==> src/rtl/uni_shift_reg_pkg.sv <==
// rtl/uni_shift_reg_pkg.sv - mode and FSM encodings shared by uni_shift_reg and shift_next
package uni_shift_reg_pkg;

  localparam logic [2:0] MODE_HOLD  = 3'b000;
  localparam logic [2:0] MODE_LOAD  = 3'b001;
  localparam logic [2:0] MODE_SHL   = 3'b010;
  localparam logic [2:0] MODE_SHR   = 3'b011;
  localparam logic [2:0] MODE_ROL   = 3'b100;
  localparam logic [2:0] MODE_ROR   = 3'b101;
  localparam logic [2:0] MODE_ASR   = 3'b110;
  localparam logic [2:0] MODE_SLOAD = 3'b111;

  typedef enum logic {
    ST_IDLE  = 1'b0,
    ST_SHIFT = 1'b1
  } state_t;

endpackage

==> src/rtl/uni_shift_reg_shift_next.sv <==
// rtl/uni_shift_reg_shift_next.sv - combinational next value and shift-out bit for shift/rotate modes
module shift_next #(
  parameter int WIDTH = 8
) (
  input  logic [2:0]       mode_i,
  input  logic [WIDTH-1:0] cur_i,
  input  logic             ser_in_i,
  output logic [WIDTH-1:0] nxt_o,
  output logic             sout_o,
  output logic             shift_o
);
  import uni_shift_reg_pkg::*;

  // shift_o marks modes that move bits and therefore update ser_out
  always_comb begin
    nxt_o   = cur_i;
    sout_o  = 1'b0;
    shift_o = 1'b0;
    case (mode_i)
      MODE_SHL: begin
        nxt_o   = {cur_i[WIDTH-2:0], ser_in_i};
        sout_o  = cur_i[WIDTH-1];
        shift_o = 1'b1;
      end
      MODE_SHR: begin
        nxt_o   = {ser_in_i, cur_i[WIDTH-1:1]};
        sout_o  = cur_i[0];
        shift_o = 1'b1;
      end
      MODE_ROL: begin
        nxt_o   = {cur_i[WIDTH-2:0], cur_i[WIDTH-1]};
        sout_o  = cur_i[WIDTH-1];
        shift_o = 1'b1;
      end
      MODE_ROR: begin
        nxt_o   = {cur_i[0], cur_i[WIDTH-1:1]};
        sout_o  = cur_i[0];
        shift_o = 1'b1;
      end
      MODE_ASR: begin
        nxt_o   = {cur_i[WIDTH-1], cur_i[WIDTH-1:1]};
        sout_o  = cur_i[0];
        shift_o = 1'b1;
      end
      default: begin
        nxt_o   = cur_i;
        sout_o  = 1'b0;
        shift_o = 1'b0;
      end
    endcase
  end

endmodule

==> src/rtl/uni_shift_reg.sv <==
// rtl/uni_shift_reg.sv - universal shift register with serial-load FSM; UNI_SHIFT_REG_PARITY_EN adds parity output
module uni_shift_reg #(
  parameter int               WIDTH     = 8,
  parameter logic [WIDTH-1:0] RESET_VAL = '0
) (
  input  logic             clk,
  input  logic             res,
  input  logic             EN,
  input  logic [2:0]       mode,
  input  logic [WIDTH-1:0] Reg_In,
  input  logic             ser_in,
  output logic [WIDTH-1:0] Reg_Out,
  output logic             ser_out,
  output logic             busy,
  output logic             done
`ifdef UNI_SHIFT_REG_PARITY_EN
  ,
  output logic             parity
`endif
);
  import uni_shift_reg_pkg::*;

  localparam int CW = $clog2(WIDTH);

  state_t           state_q, state_d;
  logic [CW-1:0]    count_q, count_d;
  logic [WIDTH-1:0] reg_q, reg_d;
  logic             ser_q, ser_d;
  logic             done_q, done_d;

  logic [2:0]       eff_mode;
  logic [WIDTH-1:0] sh_nxt;
  logic             sh_out;
  logic             sh_valid;

  // Serial capture reuses the SHL path so data enters MSB-first
  assign eff_mode = (state_q == ST_SHIFT) ? MODE_SHL : mode;

  shift_next #(.WIDTH(WIDTH)) u_shift_next (
    .mode_i   (eff_mode),
    .cur_i    (reg_q),
    .ser_in_i (ser_in),
    .nxt_o    (sh_nxt),
    .sout_o   (sh_out),
    .shift_o  (sh_valid)
  );

  always_comb begin
    state_d = state_q;
    count_d = count_q;
    reg_d   = reg_q;
    ser_d   = ser_q;
    done_d  = 1'b0;
    if (EN) begin
      if (state_q == ST_SHIFT) begin
        reg_d = sh_nxt;
        ser_d = sh_out;
        if (count_q == CW'(WIDTH - 1)) begin
          state_d = ST_IDLE;
          count_d = '0;
          done_d  = 1'b1;
        end else begin
          count_d = count_q + CW'(1);
        end
      end else if (mode == MODE_SLOAD) begin
        state_d = ST_SHIFT;
        count_d = '0;
      end else if (mode == MODE_LOAD) begin
        reg_d = Reg_In;
      end else if (sh_valid) begin
        reg_d = sh_nxt;
        ser_d = sh_out;
      end
    end
  end

  always_ff @(posedge clk) begin
    if (!res) begin
      state_q <= ST_IDLE;
      count_q <= '0;
      reg_q   <= RESET_VAL;
      ser_q   <= 1'b0;
      done_q  <= 1'b0;
    end else begin
      state_q <= state_d;
      count_q <= count_d;
      reg_q   <= reg_d;
      ser_q   <= ser_d;
      done_q  <= done_d;
    end
  end

`ifdef UNI_SHIFT_REG_PARITY_EN
  logic parity_q;

  // reg_d equals reg_q when EN is low, so parity holds without a separate enable
  always_ff @(posedge clk) begin
    if (!res) begin
      parity_q <= ^RESET_VAL;
    end else begin
      parity_q <= ^reg_d;
    end
  end

  assign parity = parity_q;
`endif

  assign Reg_Out = reg_q;
  assign ser_out = ser_q;
  assign busy    = (state_q == ST_SHIFT);
  assign done    = done_q;

endmodule

==> config.mk <==
export PLATFORM = sky130hd
export DESIGN_NAME = uni_shift_reg
export DESIGN_NICKNAME = d
export VERILOG_FILES = /design/src/rtl/uni_shift_reg_pkg.sv /design/src/rtl/uni_shift_reg_shift_next.sv /design/src/rtl/uni_shift_reg.sv
export SDC_FILE = /design/constraint.sdc
export NUM_CORES = 1
export LEC_CHECK = 0
export CAP_MARGIN = 20
export CORE_MARGIN = 2
export CORE_UTILIZATION = 50
export CTS_CLUSTER_DIAMETER = 60
export DETAILED_ROUTE_END_ITERATION = 8
export PLACE_DENSITY = 0.83
export SYNTH_ARGS = -nofsm -noshare
export SYNTH_HDL_FRONTEND = slang
export SYNTH_SLANG_ARGS = --single-unit
==> constraint.sdc <==
create_clock -name clk -period 4.7 [get_ports clk]
set_input_delay 0.94 -clock clk [delete_from_list [all_inputs] [get_ports clk]]
set_output_delay 0.94 -clock clk [all_outputs]
set_load 0.01 [all_outputs]
# Word level (Yosys, flattened, before mapping)
# Cells that the tools add are included.
# word_totals
regBits,14
input_bits,15
out_inout_bits,11
word_cells,45
# op_classes
addsub,1
n_eq_ne,10
mux,19
reduce_logical,10
# ops
cell,n
$pmux 8 s5,1
$mux 8,4
$eq 3x3->1 const B,5
$mux 3,4
$mux 1,9
$eq 3x2->1 const B,2
$reduce_and 3->1,2
$reduce_or 5->1,1
$ne 2x2->1 const B,2
$reduce_and 4->1,1
$reduce_bool 2->1,2
$add 3x1->3 const B,1
$eq 3x1->1 const B,1
$reduce_bool 3->1,1
$reduce_or 3->1,1
$pmux 1 s2,1
$reduce_and 2->1,1
$reduce_or 2->1,1

# Longest topological paths before layout
# depth
word_depth,8
mapped_depth,7
depth_no_buf,5

# Modules after synthesis
# A second synthesis with hierarchy kept.
# hier_totals
hier_cells,120
area_unflattened_um2,1113.6
# modules_own_cells
mod,instances,cells_each,area_each_um2,seq_area_each_um2
uni_shift_reg,1,73,745.7,280.3
shift_next,1,47,367.9,0.0

# Worst setup path before layout
# OpenSTA, ideal clock, no wires.
# synth_timing
path_kind,input to register
start,input port mode[2]
end,"register reg_q[0], in the netlist Reg_Out[0]"
setup_ns,0.128
arrival_time_ns,1.990
t_required_ns,4.572
setup_slack_ns,2.581
cell_stages,7
n_path_buf,2
path_cell_list,buf_6 -> xnor2_4 -> a21oi_2 -> and2_4 -> buf_6 -> a222oi_1 -> o22ai_1
# synth_between
elab_chain_cells,7
word_cells_on_any_way,18
classes_between,eq/ne (8); mux (7); reduce/logical (3)
# synth_lines
item,line_no,text
"start, declared",uni_shift_reg.sv:9,"input logic [2:0] mode,"
$mux 3,uni_shift_reg.sv:37,assign eff_mode = (state_q == ST_SHIFT) ? MODE_SHL : mode;
$eq 3x3->1 or $eq 3x2->1 (tied branches),uni_shift_reg_shift_next.sv:19,case (mode_i)
$pmux 8 s5,uni_shift_reg_shift_next.sv:19,
$mux 8,uni_shift_reg.sv:70,end else if (sh_valid) begin
$mux 8,uni_shift_reg.sv:68,end else if (mode == MODE_LOAD) begin
$mux 8,uni_shift_reg.sv:65,end else if (mode == MODE_SLOAD) begin
$mux 8,uni_shift_reg.sv:55,if (state_q == ST_SHIFT) begin
"end signal, assigned",uni_shift_reg.sv:87,reg_q <= reg_d;
"end, declared",uni_shift_reg.sv:27,"logic [WIDTH-1:0] reg_q, reg_d;"
# Parallel ways exist; a longest one is shown, timed or not. The select of a mux whose other input is x is not followed.
# A chain may end at the register's enable or synchronous reset.

# Worst setup path after layout
# layout_timing
start,input port mode[0]
end,"register reg_q[7], in the netlist Reg_Out[7]"
# The elaborated chain is that of the path after synthesis.

==> impl_metrics.env <==
export IMPL_status="finished clean"
export IMPL_numCtsBuffers=3
export IMPL_cts_tree="done"
export IMPL_cts_resized_gates=0
export IMPL_clock_latency_ps=280
export IMPL_netlist_area_um2=947
export IMPL_die_area_um2=2260
export IMPL_drc=0
export IMPL_clkSinkCount=14
export IMPL_gp_congestion=0.851
export IMPL_ios=26
export IMPL_chipHeight_um=47.5
export IMPL_max_freq_mhz=375
export IMPL_fin_area_um2=1160
export IMPL_reg2reg_from="busy"
export IMPL_syn_nets=132
export IMPL_h_tree_depth=1
export IMPL_grt_pass1_wl_um=3540
export IMPL_antenna_cells=0
export IMPL_postCtsSetupRepairBufs=0
export IMPL_antenna_found_initial=0
export IMPL_layout_drive_gt1_share_pct=8.21
export IMPL_swShare_pct=28.6
export IMPL_initial_core_util_pct=54.3
export IMPL_period_share_pct=56.8
export IMPL_p_int_uw=211
export IMPL_crit_start="mode[0]"
export IMPL_tightest_slew_ps=666
export IMPL_routed_wl_um=2320
export IMPL_placedInstanceArea_um2=1130
export IMPL_num_vias=927
export IMPL_viasPerCell=5.83
export IMPL_p_per_area_nw_per_um2=254
export IMPL_hold_viol_final=0
export IMPL_die_width_um=47.5
export IMPL_postSynthAreaPerCell_um2=8.24
export IMPL_p_leak_uw=0.000418
export IMPL_path_class="input port to flop"
export IMPL_reg2reg_slack_ps=2950
export IMPL_multi_input_area_um2=549
export IMPL_r2r_cells=4
export IMPL_endpoint_kind="flop"
export IMPL_syn_to_final_growth_pct=22.7
export IMPL_path_depth=5
export IMPL_grt_max_degree=21
export IMPL_ys_seq_elements=14
export IMPL_hold_path_class="flop to flop"
export IMPL_p_comb_share_pct=25.2
export IMPL_worstPathMaxFanout=17
export IMPL_rsz0062_at_grt="false"
export IMPL_ant_nets=0
export IMPL_ys_warn_count=0
export IMPL_drv_cap=0
export IMPL_p_seq_share_pct=45.1
export IMPL_cp_buffers_inverters=1
export IMPL_max_slew_margin_pct=55.1
export IMPL_cp_endpoint="Reg_Out[7]"
export IMPL_hold_slack_ps=484
export IMPL_crit_chain="clkdlybuf4s50_1 -> and2b_2 -> a22o_1 -> a221oi_1 -> o22ai_1"
export IMPL_core_area_um2=1750
export IMPL_reg2reg_to="Reg_Out[7]"
export IMPL_crit_family="buffers and inverters"
export IMPL_drv_slew=0
export IMPL_start_kind="input port"
export IMPL_io_buffers=25
export IMPL_p_switching_uw=84.4
export IMPL_clkPwrFrac_pct=29.7
export IMPL_hp_start="ser_out"
export IMPL_ir_drop_v=0.000230
export IMPL_ys_types=31
export IMPL_fillerInstances=159
export IMPL_min_period_ps=2670
export IMPL_cp_data_arrival_time_ps=2830
export IMPL_dr_first_iter_drc_count=26
export IMPL_hold_depth=2
export IMPL_grt_remaining_overflow=0
export IMPL_path_clk_slew_ps=90
export IMPL_rows=15
export IMPL_seq_area_um2=280
export IMPL_grt_usage_pct=22.1
export IMPL_setup_viol=0
export IMPL_ys_seq_area_share_pct=29.6
export IMPL_clockBufferDepth=2
export IMPL_skew_ps=4.98
export IMPL_fin_setup_tns_ps=0
export IMPL_synth_cells=115
export IMPL_wl_per_cell_um=14.6
export IMPL_crit_slowest_cell="clkdlybuf4s50_1"
export IMPL_cts_root_buf="clkbuf_4"
export IMPL_dp_hpwl_um=1620
export IMPL_cpPeakStageDelay_ps=800
export IMPL_drt_pass1_iter_count=4
export IMPL_fin_util_pct=66.6
export IMPL_finalNetCount=152
export IMPL_ctsHoldBuffers=0
export IMPL_grt_pass1_vias=807
export IMPL_cp_required_ps=4860
registers in the layout (all words and copies together), names as in the netlist:
signal,cells
done,1
count_q,3
ser_out,1
Reg_Out,8
busy,1
cell families (layout without fill, tap and decap cells):
family	count (synthesis)	count (layout)	synth area share, %
AO/OA/AOI/OAI	53	53	35.1
adder cells (fa/ha/maj)	2	2	2.64
buffers and inverters	14	33	12.4
flip-flops	14	14	29.6
AND/OR/NAND/NOR	31	31	17.3
XOR/XNOR	1	1	2.91
worst min-delay path by stage:
stage	endpoint	slack, ps
final	ser_out	480
after global routing	ser_out	510
after CTS	ser_out	490
after detailed placement	ser_out	470
after global placement	ser_out	470
after floorplan	count_q[1]	460
synth_stat cells (all sizes together):
cell    count  area (um^2)
dfxtp      14          280
a22o        1         8.76
a221oi      8         70.1
a32oi       3         26.3
and3        1         7.51
o211ai      2         15.0
o22ai       2         12.5
xnor2       1         27.5
clkbuf      4         45.0
o31ai       1         7.51
o21ai      20          100
nor3        1         5.00
nor2       11         43.8
a311oi      1         8.76
a21oi      14         73.8
buf         6         57.6
and2b       2         17.5
ha          2         25.0
nor2b       1         6.26
and2        2         15.0
a222oi      1         10.0
nand2b      6         37.5
nand2       6         22.5
and4        1         8.76
inv         4         15.0
metrics by stage:
step / power, uW / setup WS [ps] / instances
final: 295 / 2030 / 159
after global routing: 308 / 1970 / 159
after CTS: 295 / 2110 / 159
after detailed placement: 209 / 1810 / 155
after global placement: 208 / 1840 / 155
after floorplan: 183 / 2580 / 115
cells in the final DEF, fill, tap and decap left out, types with 2 or more instances in the layout:
cell             synthesis  layout
dfxtp_1                 14      14
and2b_2                  2       2
o21ai_0                 20      20
nor2_1                  10      10
clkbuf_4                 0       3
o22ai_1                  2       2
a21oi_1                 13      13
o211ai_1                 2       2
nand2_1                  6       6
a32oi_1                  3       3
a221oi_1                 8       8
ha_1                     2       2
nand2b_1                 6       6
inv_1                    4       4
clkdlybuf4s50_1          0      25
layout make-up:
class                      count  share of cell area (%)
multi-input combinational     87                    47.3
sequential                    14                    24.1
timing repair buffer          25                    21.5
clock buffer                   4                    3.12
tap                           25                    2.69
inverter                       4                    1.29
worst min-delay path: cells and delay by family, from the launching register on:
| kind | cells | cell delay [ps] |
|---|---|---|
| buffers and inverters | 1 | 50 |
| AO/OA/AOI/OAI | 1 | 60 |
| flip-flops | 1 | 320 |
metal layers:
metal | vias to the layer above | part of all wire (%) | wire length (um) | track usage, %
met3 | 4 | 4.8 | 112 | 7.17
li1 | 465 | - | - | -
met2 | 30 | 49 | 1130 | 35.9
met4 | 0 | 1.5 | 34 | 5.00
met5 | - | 0 | 0 | 0
met1 | 428 | 45 | 1040 | 28.4
power by group through the flow:
stage,combinational (uW),clock [uW],sequential (uW)
CTS,73.8,88.4,133
detailed placement,73.3,0,136
finish,74.5,87.6,133
floorplan,47.3,0,136
global route,81.6,92.5,134
global placement,72.6,0,135
No activity file was read; power rests on OpenSTA's default activity.
